==> config.mk <==
export PLATFORM = sky130hd
export DESIGN_NAME = axi4_mem_arbiter_rr_flat
export DESIGN_NICKNAME = d
export VERILOG_FILES = /design/src/rtl/axi4_mem_arbiter_rr_if.sv /design/src/rtl/axi4_mem_arbiter_rr.sv /design/src/flat_wrapper.sv
export SDC_FILE = /design/constraint.sdc
export NUM_CORES = 1
export LEC_CHECK = 0
export ABC_AREA = 1
export CAP_MARGIN = 20
export CORE_AREA = 4 4 167 169
export CTS_BUF_LIST = sky130_fd_sc_hd__clkbuf_8
export CTS_CLUSTER_SIZE = 30
export DETAILED_ROUTE_END_ITERATION = 10
export DIE_AREA = 0 0 171 173
export PLACE_DENSITY = 0.42
export SLEW_MARGIN = 20
export SYNTH_ARGS = -nofsm -noshare
export SYNTH_HDL_FRONTEND = slang
export SYNTH_SLANG_ARGS = --single-unit
export TNS_END_PERCENT = 30
==> constraint.sdc <==
create_clock -name clk -period 2 [get_ports clk]
set_clock_uncertainty 0.05 [all_clocks]
set_input_delay 0.4 -clock clk [delete_from_list [all_inputs] [get_ports clk]]
set_output_delay 0.4 -clock clk [all_outputs]
set_load 0.005 [all_outputs]
==> src/rtl/axi4_mem_arbiter_rr_if.sv <==
// Single-beat AXI4 bundle (AW/W/B/AR/R, no resp/id) shared by the arbiter's
// requester ports and its memory port.
interface axi4_mem_arbiter_rr_if #(
  parameter int ADDR_W = 32,
  parameter int DATA_W = 32
);
  logic [ADDR_W-1:0]   awaddr;
  logic                awvalid;
  logic                awready;
  logic [DATA_W-1:0]   wdata;
  logic [DATA_W/8-1:0] wstrb;
  logic                wvalid;
  logic                wready;
  logic                bvalid;
  logic                bready;
  logic [ADDR_W-1:0]   araddr;
  logic                arvalid;
  logic                arready;
  logic [DATA_W-1:0]   rdata;
  logic                rvalid;
  logic                rready;

  modport master (
    output awaddr, awvalid, wdata, wstrb, wvalid, bready, araddr, arvalid, rready,
    input  awready, wready, bvalid, arready, rdata, rvalid
  );

  modport slave (
    input  awaddr, awvalid, wdata, wstrb, wvalid, bready, araddr, arvalid, rready,
    output awready, wready, bvalid, arready, rdata, rvalid
  );
endinterface

==> src/rtl/axi4_mem_arbiter_rr.sv <==
// Shares one single-beat AXI4 memory port between IFU (s0, read-only) and LSU (s1).
// LSU is preferred, but after MAX_STREAK back-to-back LSU grants a waiting IFU wins.
module axi4_mem_arbiter_rr #(
  parameter int ADDR_W     = 32,
  parameter int DATA_W     = 32,
  parameter int MAX_STREAK = 4
) (
  input  logic                  clk,
  input  logic                  rst,
  axi4_mem_arbiter_rr_if.slave  s0,
  axi4_mem_arbiter_rr_if.slave  s1,
  axi4_mem_arbiter_rr_if.master m,
  output logic [1:0]            grant,
  output logic [3:0]            streak
);
  localparam logic [2:0] IDLE  = 3'd0;
  localparam logic [2:0] S0_AR = 3'd1;
  localparam logic [2:0] S0_R  = 3'd2;
  localparam logic [2:0] S1_AR = 3'd3;
  localparam logic [2:0] S1_R  = 3'd4;
  localparam logic [2:0] S1_WR = 3'd5;
  localparam logic [2:0] S1_B  = 3'd6;

  localparam logic [3:0] MAX_S = 4'(MAX_STREAK);

  logic [2:0]        state_q, state_d;
  logic [3:0]        streak_q, streak_d;
  logic              aw_done_q, aw_done_d;
  logic              w_done_q, w_done_d;
  logic              req0, req_r1, req_w, s1_win;
  logic              ar_hs, r_hs, aw_hs, w_hs, b_hs;
  logic [ADDR_W-1:0] araddr_sel;
  logic [DATA_W-1:0] rdata_fwd;
  logic              unused_s0;

  // IFU never writes; its write-side inputs are ignored.
  assign unused_s0 = ^{s0.awaddr, s0.awvalid, s0.wdata, s0.wstrb, s0.wvalid, s0.bready};

  assign req0   = s0.arvalid;
  assign req_r1 = s1.arvalid;
  assign req_w  = s1.awvalid & s1.wvalid;
  assign s1_win = (req_w | req_r1) & (~req0 | (streak_q < MAX_S));

  // Handshakes seen on the memory side are already qualified by state.
  assign ar_hs = m.arvalid & m.arready;
  assign r_hs  = m.rvalid  & m.rready;
  assign aw_hs = m.awvalid & m.awready;
  assign w_hs  = m.wvalid  & m.wready;
  assign b_hs  = m.bvalid  & m.bready;

  assign araddr_sel = (state_q == S1_AR) ? s1.araddr : s0.araddr;
  assign rdata_fwd  = m.rdata;

  always_comb begin
    state_d   = state_q;
    streak_d  = streak_q;
    aw_done_d = aw_done_q;
    w_done_d  = w_done_q;
    case (state_q)
      IDLE: begin
        if (s1_win) begin
          state_d  = req_w ? S1_WR : S1_AR;
          streak_d = !req0 ? 4'd0 : (streak_q >= MAX_S) ? MAX_S : 4'(streak_q + 4'd1);
        end else if (req0) begin
          state_d  = S0_AR;
          streak_d = 4'd0;
        end
      end
      S0_AR: if (ar_hs) state_d = S0_R;
      S1_AR: if (ar_hs) state_d = S1_R;
      S0_R, S1_R: if (r_hs) state_d = IDLE;
      S1_WR: begin
        // AW and W may finish in either order or together.
        aw_done_d = aw_done_q | aw_hs;
        w_done_d  = w_done_q | w_hs;
        if (aw_done_d && w_done_d) begin
          state_d   = S1_B;
          aw_done_d = 1'b0;
          w_done_d  = 1'b0;
        end
      end
      S1_B: if (b_hs) state_d = IDLE;
      default: state_d = IDLE;
    endcase
  end

  always_comb begin
    m.awaddr   = s1.awaddr;
    m.wdata    = s1.wdata;
    m.wstrb    = s1.wstrb;
    m.araddr   = araddr_sel;
    m.awvalid  = 1'b0;
    m.wvalid   = 1'b0;
    m.bready   = 1'b0;
    m.arvalid  = 1'b0;
    m.rready   = 1'b0;
    s0.awready = 1'b0;
    s0.wready  = 1'b0;
    s0.bvalid  = 1'b0;
    s0.arready = 1'b0;
    s0.rvalid  = 1'b0;
    s0.rdata   = rdata_fwd;
    s1.awready = 1'b0;
    s1.wready  = 1'b0;
    s1.bvalid  = 1'b0;
    s1.arready = 1'b0;
    s1.rvalid  = 1'b0;
    s1.rdata   = rdata_fwd;
    if (!rst) begin
      case (state_q)
        S0_AR: begin
          m.arvalid  = s0.arvalid;
          s0.arready = m.arready;
        end
        S0_R: begin
          m.rready  = s0.rready;
          s0.rvalid = m.rvalid;
        end
        S1_AR: begin
          m.arvalid  = s1.arvalid;
          s1.arready = m.arready;
        end
        S1_R: begin
          m.rready  = s1.rready;
          s1.rvalid = m.rvalid;
        end
        S1_WR: begin
          m.awvalid  = s1.awvalid & ~aw_done_q;
          s1.awready = m.awready & ~aw_done_q;
          m.wvalid   = s1.wvalid & ~w_done_q;
          s1.wready  = m.wready & ~w_done_q;
        end
        S1_B: begin
          m.bready  = s1.bready;
          s1.bvalid = m.bvalid;
        end
        default: ;
      endcase
    end
  end

  always_ff @(posedge clk) begin
    if (rst) begin
      state_q   <= IDLE;
      streak_q  <= 4'd0;
      aw_done_q <= 1'b0;
      w_done_q  <= 1'b0;
    end else begin
      state_q   <= state_d;
      streak_q  <= streak_d;
      aw_done_q <= aw_done_d;
      w_done_q  <= w_done_d;
    end
  end

  always_comb begin
    case (state_q)
      S0_AR, S0_R: grant = 2'b01;
      S1_AR, S1_R: grant = 2'b10;
      S1_WR, S1_B: grant = 2'b11;
      default:     grant = 2'b00;
    endcase
  end

  assign streak = streak_q;
endmodule
==> src/flat_wrapper.sv <==
// flat-port wrapper written by rule: the top's interface ports become plain ports
module axi4_mem_arbiter_rr_flat 
#(
  parameter int ADDR_W     = 32,
  parameter int DATA_W     = 32,
  parameter int MAX_STREAK = 4
)
  (clk, rst, grant, streak, s0_awaddr, s0_awvalid, s0_wdata, s0_wstrb, s0_wvalid, s0_bready, s0_araddr, s0_arvalid, s0_rready, s0_awready, s0_wready, s0_bvalid, s0_arready, s0_rdata, s0_rvalid, s1_awaddr, s1_awvalid, s1_wdata, s1_wstrb, s1_wvalid, s1_bready, s1_araddr, s1_arvalid, s1_rready, s1_awready, s1_wready, s1_bvalid, s1_arready, s1_rdata, s1_rvalid, m_awaddr, m_awvalid, m_wdata, m_wstrb, m_wvalid, m_bready, m_araddr, m_arvalid, m_rready, m_awready, m_wready, m_bvalid, m_arready, m_rdata, m_rvalid);
  axi4_mem_arbiter_rr_if #(.ADDR_W(ADDR_W), .DATA_W(DATA_W)) s0_i ();
  axi4_mem_arbiter_rr_if #(.ADDR_W(ADDR_W), .DATA_W(DATA_W)) s1_i ();
  axi4_mem_arbiter_rr_if #(.ADDR_W(ADDR_W), .DATA_W(DATA_W)) m_i ();
  input  logic clk;
  input  logic rst;
  output logic [1:0] grant;
  output logic [3:0] streak;
  input wire logic [$bits(s0_i.awaddr)-1:0] s0_awaddr;
  input wire logic [$bits(s0_i.awvalid)-1:0] s0_awvalid;
  input wire logic [$bits(s0_i.wdata)-1:0] s0_wdata;
  input wire logic [$bits(s0_i.wstrb)-1:0] s0_wstrb;
  input wire logic [$bits(s0_i.wvalid)-1:0] s0_wvalid;
  input wire logic [$bits(s0_i.bready)-1:0] s0_bready;
  input wire logic [$bits(s0_i.araddr)-1:0] s0_araddr;
  input wire logic [$bits(s0_i.arvalid)-1:0] s0_arvalid;
  input wire logic [$bits(s0_i.rready)-1:0] s0_rready;
  output wire logic [$bits(s0_i.awready)-1:0] s0_awready;
  output wire logic [$bits(s0_i.wready)-1:0] s0_wready;
  output wire logic [$bits(s0_i.bvalid)-1:0] s0_bvalid;
  output wire logic [$bits(s0_i.arready)-1:0] s0_arready;
  output wire logic [$bits(s0_i.rdata)-1:0] s0_rdata;
  output wire logic [$bits(s0_i.rvalid)-1:0] s0_rvalid;
  input wire logic [$bits(s1_i.awaddr)-1:0] s1_awaddr;
  input wire logic [$bits(s1_i.awvalid)-1:0] s1_awvalid;
  input wire logic [$bits(s1_i.wdata)-1:0] s1_wdata;
  input wire logic [$bits(s1_i.wstrb)-1:0] s1_wstrb;
  input wire logic [$bits(s1_i.wvalid)-1:0] s1_wvalid;
  input wire logic [$bits(s1_i.bready)-1:0] s1_bready;
  input wire logic [$bits(s1_i.araddr)-1:0] s1_araddr;
  input wire logic [$bits(s1_i.arvalid)-1:0] s1_arvalid;
  input wire logic [$bits(s1_i.rready)-1:0] s1_rready;
  output wire logic [$bits(s1_i.awready)-1:0] s1_awready;
  output wire logic [$bits(s1_i.wready)-1:0] s1_wready;
  output wire logic [$bits(s1_i.bvalid)-1:0] s1_bvalid;
  output wire logic [$bits(s1_i.arready)-1:0] s1_arready;
  output wire logic [$bits(s1_i.rdata)-1:0] s1_rdata;
  output wire logic [$bits(s1_i.rvalid)-1:0] s1_rvalid;
  output wire logic [$bits(m_i.awaddr)-1:0] m_awaddr;
  output wire logic [$bits(m_i.awvalid)-1:0] m_awvalid;
  output wire logic [$bits(m_i.wdata)-1:0] m_wdata;
  output wire logic [$bits(m_i.wstrb)-1:0] m_wstrb;
  output wire logic [$bits(m_i.wvalid)-1:0] m_wvalid;
  output wire logic [$bits(m_i.bready)-1:0] m_bready;
  output wire logic [$bits(m_i.araddr)-1:0] m_araddr;
  output wire logic [$bits(m_i.arvalid)-1:0] m_arvalid;
  output wire logic [$bits(m_i.rready)-1:0] m_rready;
  input wire logic [$bits(m_i.awready)-1:0] m_awready;
  input wire logic [$bits(m_i.wready)-1:0] m_wready;
  input wire logic [$bits(m_i.bvalid)-1:0] m_bvalid;
  input wire logic [$bits(m_i.arready)-1:0] m_arready;
  input wire logic [$bits(m_i.rdata)-1:0] m_rdata;
  input wire logic [$bits(m_i.rvalid)-1:0] m_rvalid;
  assign s0_i.awaddr = s0_awaddr;
  assign s0_i.awvalid = s0_awvalid;
  assign s0_i.wdata = s0_wdata;
  assign s0_i.wstrb = s0_wstrb;
  assign s0_i.wvalid = s0_wvalid;
  assign s0_i.bready = s0_bready;
  assign s0_i.araddr = s0_araddr;
  assign s0_i.arvalid = s0_arvalid;
  assign s0_i.rready = s0_rready;
  assign s0_awready = s0_i.awready;
  assign s0_wready = s0_i.wready;
  assign s0_bvalid = s0_i.bvalid;
  assign s0_arready = s0_i.arready;
  assign s0_rdata = s0_i.rdata;
  assign s0_rvalid = s0_i.rvalid;
  assign s1_i.awaddr = s1_awaddr;
  assign s1_i.awvalid = s1_awvalid;
  assign s1_i.wdata = s1_wdata;
  assign s1_i.wstrb = s1_wstrb;
  assign s1_i.wvalid = s1_wvalid;
  assign s1_i.bready = s1_bready;
  assign s1_i.araddr = s1_araddr;
  assign s1_i.arvalid = s1_arvalid;
  assign s1_i.rready = s1_rready;
  assign s1_awready = s1_i.awready;
  assign s1_wready = s1_i.wready;
  assign s1_bvalid = s1_i.bvalid;
  assign s1_arready = s1_i.arready;
  assign s1_rdata = s1_i.rdata;
  assign s1_rvalid = s1_i.rvalid;
  assign m_awaddr = m_i.awaddr;
  assign m_awvalid = m_i.awvalid;
  assign m_wdata = m_i.wdata;
  assign m_wstrb = m_i.wstrb;
  assign m_wvalid = m_i.wvalid;
  assign m_bready = m_i.bready;
  assign m_araddr = m_i.araddr;
  assign m_arvalid = m_i.arvalid;
  assign m_rready = m_i.rready;
  assign m_i.awready = m_awready;
  assign m_i.wready = m_wready;
  assign m_i.bvalid = m_bvalid;
  assign m_i.arready = m_arready;
  assign m_i.rdata = m_rdata;
  assign m_i.rvalid = m_rvalid;
  axi4_mem_arbiter_rr #(.ADDR_W(ADDR_W), .DATA_W(DATA_W), .MAX_STREAK(MAX_STREAK)) u_core (.clk(clk), .rst(rst), .s0(s0_i), .s1(s1_i), .m(m_i), .grant(grant), .streak(streak));
endmodule
Yosys cells after proc, flatten, opt, wreduce, memory -nomap -nowiden
Index checks and enable logic that the tools add are counted.
{"block": "op_classes", "addsub": 1, "mul": 0, "div_mod_pow": 0, "magnitude_cmp": 2, "n_eq_ne": 12, "shift": 0, "muxes": 41, "bitwise_logic": 18, "n_reduce_logical": 9}
{"operator": "$mux W32", "count": 1}
{"operator": "$mux W1", "count": 24}
{"operator": "$mux W3", "count": 8}
{"operator": "$pmux W3 S6", "count": 1}
{"operator": "$mux W4", "count": 4}
{"operator": "$and A1 B1 Y1", "count": 11}
{"operator": "$ne A2 B1 Y1 const B", "count": 5}
{"operator": "$eq A3 B3 Y1 const B", "count": 3}
{"operator": "$reduce_or A2 Y1", "count": 4}
{"operator": "$eq A3 B2 Y1 const B", "count": 2}
{"operator": "$pmux W2 S3", "count": 1}
{"operator": "$reduce_and A6 Y1", "count": 1}
{"operator": "$add A4 B1 Y4 const B", "count": 1}
{"operator": "$ge A4 B3 Y1 const B", "count": 1}
{"operator": "$lt A4 B3 Y1 const B", "count": 1}
{"operator": "$or A1 B1 Y1", "count": 4}
{"operator": "$pmux W1 S2", "count": 2}
{"operator": "$eq A3 B1 Y1 const B", "count": 1}
{"operator": "$logic_not A3 Y1", "count": 1}
{"operator": "$ne A3 B2 Y1 const B", "count": 1}
{"operator": "$not A1 Y1", "count": 3}
{"operator": "$reduce_and A2 Y1", "count": 1}
{"operator": "$reduce_bool A2 Y1", "count": 1}
{"operator": "$logic_and A1 B1 Y1", "count": 1}
{"block": "totals", "ff_bits": 9, "latch_bits": 0, "mem_bits_rw": 0, "rom_bits": 0, "inputBits": 249, "memories": 0}

Logic depth before layout (Yosys ltp)
Gate-level depths: netlist of run 1.
{"block": "logic_depth", "ltp_word": 9, "ltp_mapped": 12, "depth_no_buf": 12}

Worst setup path after synthesis of run 1
No wires, ideal clock.
{"block": "synth_timing", "path_type": "reg2reg", "start": "register u_core.state_q[0]", "end": "register u_core.state_q[2]", "setup_ns": 0.116, "arrival_time_ns": 1.343, "required_time_ns": 1.834, "setup_slack_ns": 0.492, "stages_incl_launch_ff": 13, "path_buffers": 0, "synth_period_minus_slack_ns": 1.508, "cell_sequence": "dfxtp_1 -> inv_1 -> ha_1 -> nand2_1 -> inv_1 -> nand2_1 -> inv_1 -> nor2_2 -> nand2_1 -> nor2_4 -> nand2_1 -> nor2_1 -> nor2_1"}
{"block": "synth_via", "elab_chain_len": 8, "word_cells_on_any_way": 34, "classes_between": "eq/ne: 12; mux: 11; bitwise: 7; reduce/logical: 4"}
{"item": "start, declared", "line_no": "axi4_mem_arbiter_rr.sv:26", "source": "logic [2:0] state_q, state_d;"}
{"item": "start signal, assigned", "line_no": "axi4_mem_arbiter_rr.sv:149", "source": "state_q <= state_d;"}
{"item": "$eq A3 B3 Y1", "line_no": "axi4_mem_arbiter_rr.sv:59, axi4_mem_arbiter_rr.sv:110"}
{"item": "$mux W1", "line_no": "axi4_mem_arbiter_rr.sv:110", "source": "case (state_q)"}
{"item": "$mux W1", "line_no": "axi4_mem_arbiter_rr.sv:109", "source": "if (!rst) begin"}
{"item": "$and A1 B1 Y1 (on tied branches)", "line_no": "axi4_mem_arbiter_rr.sv:47, axi4_mem_arbiter_rr.sv:48"}
{"item": "$or A1 B1 Y1 (on tied branches)", "line_no": "axi4_mem_arbiter_rr.sv:74, axi4_mem_arbiter_rr.sv:75"}
{"item": "$logic_and A1 B1 Y1", "line_no": "axi4_mem_arbiter_rr.sv:76", "source": "if (aw_done_d && w_done_d) begin"}
{"item": "$ne A2 B1 Y1 (no source line)"}
{"item": "$reduce_and A6 Y1 (no source line)"}
Several ways; a longest one is shown, not always the timed one.
A chain may end at the register's enable or synchronous reset.

Worst setup path after layout of run 1
{"block": "layout_timing", "start": "register u_core.state_q[0]", "end": "output port s1_awready"}
{"block": "layout_via", "elab_chain_len": 3}
{"item": "$eq A3 B3 Y1", "line_no": "axi4_mem_arbiter_rr.sv:110"}
{"item": "$mux W1", "line_no": "axi4_mem_arbiter_rr.sv:110"}
{"item": "$mux W1", "line_no": "axi4_mem_arbiter_rr.sv:109"}
{"item": "end, declared", "line_no": "flat_wrapper.sv:40", "source": "output wire logic [$bits(s1_i.awready)-1:0] s1_awready;"}
Every way passes these cells.

==> impl_results.md, run 1 <==
* GRT Overall Usage at 6.402%
* # rows at 60
* Outcome: finished, final reports clean
* Initial Util at 8.103%
* P_leak at 1.550 nW
* Most frequent cells in the layout: nand2_1, clkdlybuf4s50_1, buf_4, clkdlybuf4s15_1, inv_1
* Core ar. at 26580 µm²
* MaxCap Viol Count at 0
* Worst vdd ir at 0.2438 mV
* DRC violations left at 0
* Post-synth cell types at 21
* Avg Cell Area, Syn at 5.916 µm²
* Reg2Reg Depth at 13
* Post-DRT Antenna Nets at 0
* Slew Viols, Final at 0
* Kind of critical path: register to output pin
* CTS tree: yes
* Die height at 173 µm
* Non-Filler Instances at 735
* Syn Inst Count at 364
* Worst Path Max Fanout at 3
* CP required at 1.55 ns
* H-tree levels at 1
* Via-per-instance ratio at 2.899
* R2R setup slack at 0.26 ns
* Crit path DAT at 1.51 ns
* Critical path endpoint category: output pin
* RSZ-0062 raised after global routing: yes
* Crit share post-route at 98.04%
* Die X at 171 µm
* Critical Path Start: u_core.state_q[0]
* Routability cong. at 0.7091
* Drt wl/cell at 14.28 µm
* Async set or reset register ratio after synthesis at 0%
* IO Pins at 434
* Register area share after synthesis at 8.367%
* Yosys reg bits at 9
* HP Class: register to register
* PortBufs at 127
* CP endpoint: s1_awready
* Worst-case clock buffer depth at 2
* Hold_buf cts at 0
* Worst setup SP type: register
* Min Tclk post-route at 1.961 ns
* Die area at 29580 µm²
* 1st-pass router iterations at 4
* Initial DRC count at 78
* DP Wirelength at 8.429 mm
* Layout cells sized above 1 at 21.07%
* Initial antenna violation count at 1
* Placement Setup Slack at -0.3533 ns
* Post-layout net count at 649
* Post-synth EDFFs at 0
* Worst R2R End: u_core.state_q[0]
* Clock transition at path regs at 0.05 ns
* Routed wire length at 10.50 mm
* Synth warnings at 0
* Area grow syn2layout at 54.45%
* Largest net degree at the start of global routing at 23
* Setup violators final at 0
* First-pass GRT wire length at 13.97 mm
* Max Fclk at 0.5100 GHz
* R2R Path Start: u_core.state_q[0]
* Fin worst setup slack at 0.03928 ns
* Final Hold Vio Count at 0
* Final hold slack at 0.4184 ns
* Clk sinks at 9
* Most common cell after layout, fill and taps aside: nand2_1
* Pwr dens at 583.0 nW/µm²
* Global-route congestion overflow total at 0
* Root Buffer: clkbuf_8
* Placed cells at 721
* Via count of the first global-routing pass at 2097
* Cell Area, Synth at 2153 µm²
* Main synth FF type: dfxtp_1
* N_diodes at 0
* Skew-Pair Late Insertion Delay at 0.23 ns
* Total CTS buffers at 3
* Via count at 2131
[through the flow]
stage	area [µm²]	TNS (ns)	power, W	util [%]
finish	3326	0	0.001939	12.51
global route	3326	-0.04684	0.002138	12.51
CTS	3322	-0.8650	0.001958	12.50
detailed placement	3047	-7.772	0.001590	11.46
global placement	3047	-7.848	0.001601	11.46
floorplan	2161	0	0.001011	-
[sequential cells by signal, summed over array words and instances (netlist names)]
signal,count
u_core.aw_done_q,1
u_core.state_q,3
u_core.streak,4
u_core.w_done_q,1
[Yosys cell counts, types with 3 or more instances]
master | count | area share [%]
buf_4 | 135 | 47
nand2_1 | 129 | 22
inv_1 | 19 | 3.3
nor2_1 | 16 | 2.8
nand3_1 | 10 | 2.3
dfxtp_1 | 9 | 8.4
a21oi_1 | 8 | 1.9
buf_2 | 6 | 1.4
ha_1 | 5 | 2.9
and3_1 | 4 | 1.2
inv_2 | 4 | 0.70
nand4_1 | 4 | 1.2
nor3_1 | 4 | 0.93
nand2_2 | 3 | 0.87
[worst max-delay path: stages (launching register included)]
cell and delay (ns):
dfxtp_2 0.33, buf_6 0.13, ha_4 0.17, nand2_4 0.08, inv_4 0.04, buf_4 0.13
and3_1 0.13, dlygate4sd2_1 0.26
[area by class of cell]
| class | count | area, µm² |
|---|---|---|
| fill | 3088 | 23250 |
| timing repair buffer | 166 | 1632 |
| multi-input combinational | 192 | 940.9 |
| tap | 341 | 426.7 |
| sequential | 9 | 185.2 |
| inverter | 23 | 96.34 |
| clock buffer | 3 | 41.29 |
| clock inverter | 1 | 3.754 |
[logic make-up (layout without fill, tap and decap cells)]
| kind of cell | Yosys count | after routing | share of synthesized area, % |
|---|---|---|---|
| AOI/OAI and AO/OA | 12 | 12 | 3.022 |
| adders and majority gates | 5 | 5 | 2.905 |
| buffers and inverters | 165 | 193 | 52.99 |
| DFF | 9 | 9 | 8.367 |
| other | 1 | 3 | 0.1742 |
| and+or+nand+nor | 172 | 172 | 32.54 |
[power breakdown]
group / switching, W / total [W] / leakage (nW) / internal [W]
sequential: 0.0000353 / 0.000258 / 0.0744 / 0.000223
combinational: 0.000686 / 0.00147 / 1.45 / 0.000781
clock: 0.0000794 / 0.000214 / 0.0269 / 0.000134
[per-layer routing]
metal  vias to the layer above  routed length [µm]  GRT usage (%)
met5                         -                   0              0
met4                         0                 474          2.806
met3                        40                1697          3.772
met2                       182                5146          11.67
met1                       879                3180          5.592
li1                       1030                   -              -
[worst min path at each step]
stage | start | to | slack [ns] | cells after the start
detailed placement | u_core.streak[3] | u_core.streak[3] | 0.41 | 2
CTS | u_core.streak[3] | u_core.streak[3] | 0.42 | 2
global placement | u_core.streak[3] | u_core.streak[3] | 0.42 | 2
finish | u_core.streak[3] | u_core.streak[3] | 0.42 | 2
floorplan | u_core.streak[3] | u_core.streak[3] | 0.40 | 2
global route | u_core.streak[3] | u_core.streak[3] | 0.45 | 2
[what timing repair did]
action,4_1_cts,5_1_grt
setup buffers,5,2
gates resized for setup,101,39
endpoints found under the setup margin,46,32
pin swaps,4,4
cloned,3,0
No activity file was read; power rests on OpenSTA's default activity.
==> run 2, diff against run 1 <==
- CTS_CLUSTER_DIAMETER: not set -> 100
- clock period: 2 -> 2.1 ns (I/O delays scaled with it)
==> run 2 against run 1 <==
Net effect: die area unchanged; non-clock buffer count shrank 4; total power down 9.0%; largest power group unchanged; setup slack worse by 0.010 ns.
==> impl_results.md, run 2 (synthesis results as in run 1) <==
* Via count at 2117 (-0.66%)
* P_leak at 1.608 nW (+3.8%)
* GRT Overall Usage at 6.172% (-0.23 points)
* Total CTS buffers at 3 (unchanged)
* Most frequent cells in the layout: nand2_1, clkdlybuf4s50_1, dlygate4sd2_1, buf_4, inv_1
* HP Class: register to register
* 1st-pass router iterations at 4 (unchanged)
* Final hold slack at 0.4225 ns (+0.004121 ns)
* Clk sinks at 9 (unchanged)
* Seq pwr share at 13.8% (+0.5 points)
* Global-route congestion overflow total at 0 (unchanged)
* Initial antenna violation count at 1 (unchanged)
* First-pass GRT wire length at 13.58 mm (-2.8%)
* Drt wl/cell at 14.06 µm (-1.6%)
* Largest net degree at the start of global routing at 23 (unchanged)
* R2R Path Start: u_core.state_q[0]
* Via-per-instance ratio at 2.896 (-0.11%)
* Fin util at 12.30% (-0.22 points)
* HP Start: u_core.streak[3]
* Clk network pwr share at 11.6% (+0.6 points)
* Root Buffer: clkbuf_8
* Worst Path Max Fanout at 3 (unchanged)
* Post-Route Setup TNS at 0 ns (unchanged)
* CP required at 1.63 ns (+0.08 ns)
* Fill cells at 3098 (+0.32%)
* Kind of critical path: register to output pin
* Critical Path Start: u_core.state_q[0]
* Area grow syn2layout at 51.77%
* N_diodes at 0 (unchanged)
* Initial DRC count at 47 (-40%)
* Routability cong. at 0.7264 (+2.4%)
* IO Pins at 434 (unchanged)
* Logic pwr share at 74.7% (-1.0 points)
* Worst setup SP type: register
* Slew Viols, Final at 0 (unchanged)
* Skew-Pair Late Insertion Delay at 0.24 ns (about the same)
* Worst-case clock buffer depth at 2 (unchanged)
* Post-DRT Antenna Nets at 0 (unchanged)
* Worst-path cell chain: buf_4 > ha_4 > nand2_4 > inv_2 > buf_4 > buf_4 > and3_1 > clkdlybuf4s15_1
* Final Hold Vio Count at 0 (unchanged)
* Net Sw Power at 0.0007384 W (-7.7%)
* Switching Share at 41.83% (+0.56 points)
* Crit share post-route at 98.61%
* Via count of the first global-routing pass at 2019 (-3.7%)
* CTS tree: yes
* Die height at 173 µm (unchanged)
* Critical path endpoint category: output pin
* Max Fclk at 0.4829 GHz
* # rows at 60 (unchanged)
* Most common cell after layout, fill and taps aside: nand2_1
* Seq. cell area at 185.2 µm² (unchanged)
* Min Tclk post-route at 2.071 ns
* Routed wire length at 10.28 mm (-2.1%)
* Initial Util at 8.103% (unchanged)
* Critical path's largest stage delay at 0.33 ns (about the same)
* Largest register FFs at 4 (unchanged)
* Die X at 171 µm (unchanged)
* Worst vdd ir at 0.2333 mV (-4.3%)
* Cell internal pwr at 0.001027 W (-9.8%)
* Clock transition at path regs at 0.05 ns (about the same)
* Cell mode on critical path: buf_4
* Crit path DAT at 1.60 ns (+0.09 ns)
* Core ar. at 26580 µm² (unchanged)
* Placement Setup Slack at -0.2885 ns (+0.06477 ns)
* DP Wirelength at 8.357 mm (-0.85%)
* Worst path bufs/invs at 5 (+1)
* RSZ-0062 raised after global routing: yes
* Worst path slowest cell: dfxtp_2
* Setup violators final at 0 (unchanged)
* PortBufs at 127 (unchanged)
* Post-layout net count at 645 (-0.62%)
* DRC violations left at 0 (unchanged)
* Pwr dens at 540.1 nW/µm² (-7.4%)
* Layout cells sized above 1 at 16.67% (-4.4 points)
* Multi-input gate area at 925.9 µm² (-1.6%)
* Hold_buf cts at 0 (unchanged)
* H-tree levels at 1 (unchanged)
* MaxCap Viol Count at 0 (unchanged)
* Largest delay share family, worst path: buffers and inverters
* Die area at 29580 µm² (unchanged)
* Outcome: finished, final reports clean
* Fin worst setup slack at 0.02916 ns (-0.01012 ns)
-- run 2: what timing repair did --
action	4_1_cts	5_1_grt
setup buffers	5	2
gates cloned	2	0
gates resized for setup	71	18
endpoints found under the setup margin	45	23
pin swaps	2	2
endpoints found under the hold margin	0	0
-- run 2: metal layers --
layer / wire length [µm] / share of wire [%] / global-route usage, %
met4: 461 / 4.5 / 2.806
met1: 3174 / 31 / 5.481
met3: 1652 / 16 / 3.635
met5: 0 / 0 / 0
met2: 4990 / 49 / 11.10
-- run 2: metrics by stage --
step	total power, W	cells	area, µm²
after floorplan	0.0009628	366	2161
after global placement	0.001503	718	3024
after detailed placement	0.001495	718	3024
after CTS	0.001783	729	3219
after global routing	0.001946	731	3268
final	0.001765	731	3268
-- run 2: final cells by class --
type	count	area share (%)
well taps	341	13.06
clock inverters	1	0.1149
clock buffers	3	1.263
repair buffers	162	48.70
inverters	23	2.871
flip-flops and latches	9	5.666
multi-input cells	192	28.33
-- run 2: path summary, 6_finish.rpt --
path	slack [ns]	to	cells past startpoint
max	0.03	m_wvalid	8
min	0.42	u_core.streak[3]	2
max reg2reg	0.31	u_core.state_q[1]	12
min reg2reg	0.42	u_core.streak[3]	2
-- run 2: power groups by stage --
| stage | clock [W] | combinational [W] | sequential [W] |
|---|---|---|---|
| after global placement | 0 | 0.00127 | 0.000234 |
| after global routing | 0.000222 | 0.00147 | 0.000250 |
| after floorplan | 0 | 0.000723 | 0.000240 |
| after detailed placement | 0 | 0.00126 | 0.000234 |
| final | 0.000204 | 0.00132 | 0.000243 |
| after CTS | 0.000214 | 0.00133 | 0.000243 |
-- run 2: tightest hold or removal path, cell delays in order (launching register included) --
cell	delay (ns)
dfxtp_1	0.31
inv_1	0.07
nor3_1	0.05
==> run 3, diff against run 2 <==
- SETUP_SLACK_MARGIN: not set -> 0.2
==> run 3 against run 2 <==
Net effect: combinational power rose by 16%; setup slack better by 0.065 ns; first-iteration DRC count is 34% higher; non-clock buffer count increased by 13; total power up 13%; critical path depth up 1; register-to-register slack improved by 0.07 ns; sequential power is 2% higher; utilization up 0.90 points; sequential share of layout area down 0.31 points; worst hold slack worse by 0.00066 ns; final area up 7.3%; critical path type unchanged; critical endpoint is now m_araddr[14].
==> impl_results.md, run 3 (synthesis results as in run 1) <==
* Core ar. at 26580 µm² (unchanged)
* HP Class: register to register
* Critical path's largest stage delay at 0.36 ns (+0.03 ns)
* Die X at 171 µm (unchanged)
* Largest delay share family, worst path: buffers and inverters
* Cell Area, Placed at 3024 µm² (unchanged)
* Post-DRT Antenna Nets at 0 (unchanged)
* Initial Util at 8.103% (unchanged)
* Largest net degree at the start of global routing at 23 (unchanged)
* IO Pins at 434 (unchanged)
* N_diodes at 0 (unchanged)
* H-tree levels at 1 (unchanged)
* Post-layout net count at 658 (+2.0%)
* Via count at 2207 (+4.3%)
* Clk sinks at 9 (unchanged)
* Seq. cell area at 187.7 µm² (+1.4%)
* Drt wl/cell at 14.66 µm (+4.3%)
* Worst-case clock buffer depth at 2 (unchanged)
* Setup violators final at 0 (unchanged)
* Crit share post-route at 95.50% (-3.1 points)
* CP required at 1.63 ns (about the same)
* Largest register FFs at 4 (unchanged)
* Die area at 29580 µm² (unchanged)
* Worst path slowest cell: dfxtp_4
* Slew Viols, Final at 0 (unchanged)
* Most common cell after layout, fill and taps aside: nand2_1
* Cell mode on critical path: nand2_1
* Fill cells at 3081 (-0.55%)
* PortBufs at 127 (unchanged)
* Placement Setup Slack at -0.2885 ns (unchanged)
* Min Tclk post-route at 2.005 ns (-0.06543 ns)
* Placed cells at 718 (unchanged)
* Routability cong. at 0.7264 (unchanged)
* RSZ-0062 raised after global routing: yes
* Max Fclk at 0.4987 GHz (+3.3%)
* Layout cells sized above 1 at 33.75% (+17 points)
* Kind of critical path: register to output pin
* Via count of the first global-routing pass at 2115 (+4.8%)
* Fin worst setup slack at 0.09459 ns (+0.06543 ns)
* Final Hold Vio Count at 0 (unchanged)
* Initial DRC count at 63 (+34%)
* Final hold slack at 0.4219 ns (-0.0006630 ns)
* Skew-Pair Late Insertion Delay at 0.24 ns (about the same)
* Pwr dens at 566.4 nW/µm² (+4.9%)
* Critical path endpoint category: output pin
* Worst Path Max Fanout at 8 (+5)
* Multi-input gate area at 1037 µm² (+12%)
* Worst path bufs/invs at 5 (unchanged)
* Final instance area at 3507 µm² (+7.3%)
* Via-per-instance ratio at 2.966 (+2.4%)
* Routed wire length at 10.91 mm (+6.1%)
* Worst-path cell chain: ha_4 > nand2_8 > inv_8 > buf_4 > buf_12 > buf_16 > nand2_1 > nand2_1 > buf_2
* Non-Filler Instances at 744 (+1.8%)
* MaxCap Viol Count at 0 (unchanged)
* Global-route congestion overflow total at 0 (unchanged)
* Initial antenna violation count at 1 (unchanged)
* 1st-pass router iterations at 4 (unchanged)
* First-pass GRT wire length at 14.17 mm (+4.3%)
* Crit path DAT at 1.54 ns (-0.06 ns)
* DRC violations left at 0 (unchanged)
* Most frequent cells in the layout: nand2_1, clkdlybuf4s50_1, buf_4, nand2_2, buf_2
* GRT Overall Usage at 6.439% (+0.27 points)
* Outcome: finished, final reports clean
* Clock transition at path regs at 0.05 ns (about the same)
* Area grow syn2layout at 62.87%
* DP Wirelength at 8.357 mm (unchanged)
* Root Buffer: clkbuf_8
* CTS tree: yes
* Total CTS buffers at 3 (unchanged)
* Worst setup SP type: register
* # rows at 60 (unchanged)
* P_leak at 1.614 nW (+0.35%)
* Worst vdd ir at 0.2395 mV (+2.7%)
* Die height at 173 µm (unchanged)
==> run 3: changes by cell type in the layout (fill, tap and decap cells not counted), sizes merged <==
cell / before / now
dlygate4sd2: 35 / 12
clkdlybuf4s15: 2 / 7
clkbuf: 6 / 12
buf: 36 / 67
dlymetal6s2s: 6 / 0
==> run 3: timing repair <==
item | CTS | global route
hold buffers | 0 | 0
cloned | 3 | 2
pin swaps | 7 | 7
buffers inserted | 14 | 3
resized for setup | 182 | 39
endpoints found under the setup margin | 46 | 46
==> run 3: layout make-up <==
cell class / instances / share of cell area [%]
Timing Repair Buffer: 175 / 48.88
Multi-Input combinational cell: 192 / 29.58
Tap cell: 341 / 12.17
Sequential cell: 9 / 5.351
Inverter: 23 / 2.747
Clock buffer: 3 / 1.177
Clock inverter: 1 / 0.1070
==> run 3: worst paths after layout <==
kind	startpoint	to	slack (ns)	cells past startpoint
max	u_core.state_q[1]	m_araddr[14]	0.09	9
min	u_core.streak[3]	u_core.streak[3]	0.42	2
max reg2reg	u_core.state_q[0]	u_core.state_q[1]	0.38	12
min reg2reg	u_core.streak[3]	u_core.streak[3]	0.42	2
==> run 3: worst reg2reg max path, stage by stage (launching register included) <==
cell and delay [ns]:
dfxtp_4 0.35, buf_6 0.12, ha_4 0.17, nand2_4 0.07
inv_4 0.05, buf_6 0.11, buf_4 0.12, nand4_1 0.09
nand2_1 0.06, nand2_1 0.06, nand2_1 0.12, a21oi_1 0.17
nor2_1 0.06
==> run 3: per-layer routing <==
layer | wire [µm] | GRT usage, % | up-vias
li1 | - | - | 1049
met5 | 0 | 0 | -
met3 | 1662 | 3.658 | 40
met2 | 5470 | 11.79 | 183
met4 | 467 | 2.806 | 0
met1 | 3308 | 5.674 | 935
==> run 3: power breakdown <==
group / total [W] / switching [W] / internal, W
clock network: 0.000206 / 0.0000781 / 0.000128
logic: 0.00153 / 0.000709 / 0.000822
registers: 0.000249 / 0.0000338 / 0.000215
==> run 3: per-stage QoR <==
stage	utilization, %	setup TNS, ns	power (W)
floorplan	-	0	0.0009628
global placement	11.38	-4.446	0.001503
detailed placement	11.38	-4.190	0.001495
CTS	12.80	0	0.001913
global route	13.20	0	0.002178
finish	13.20	0	0.001986
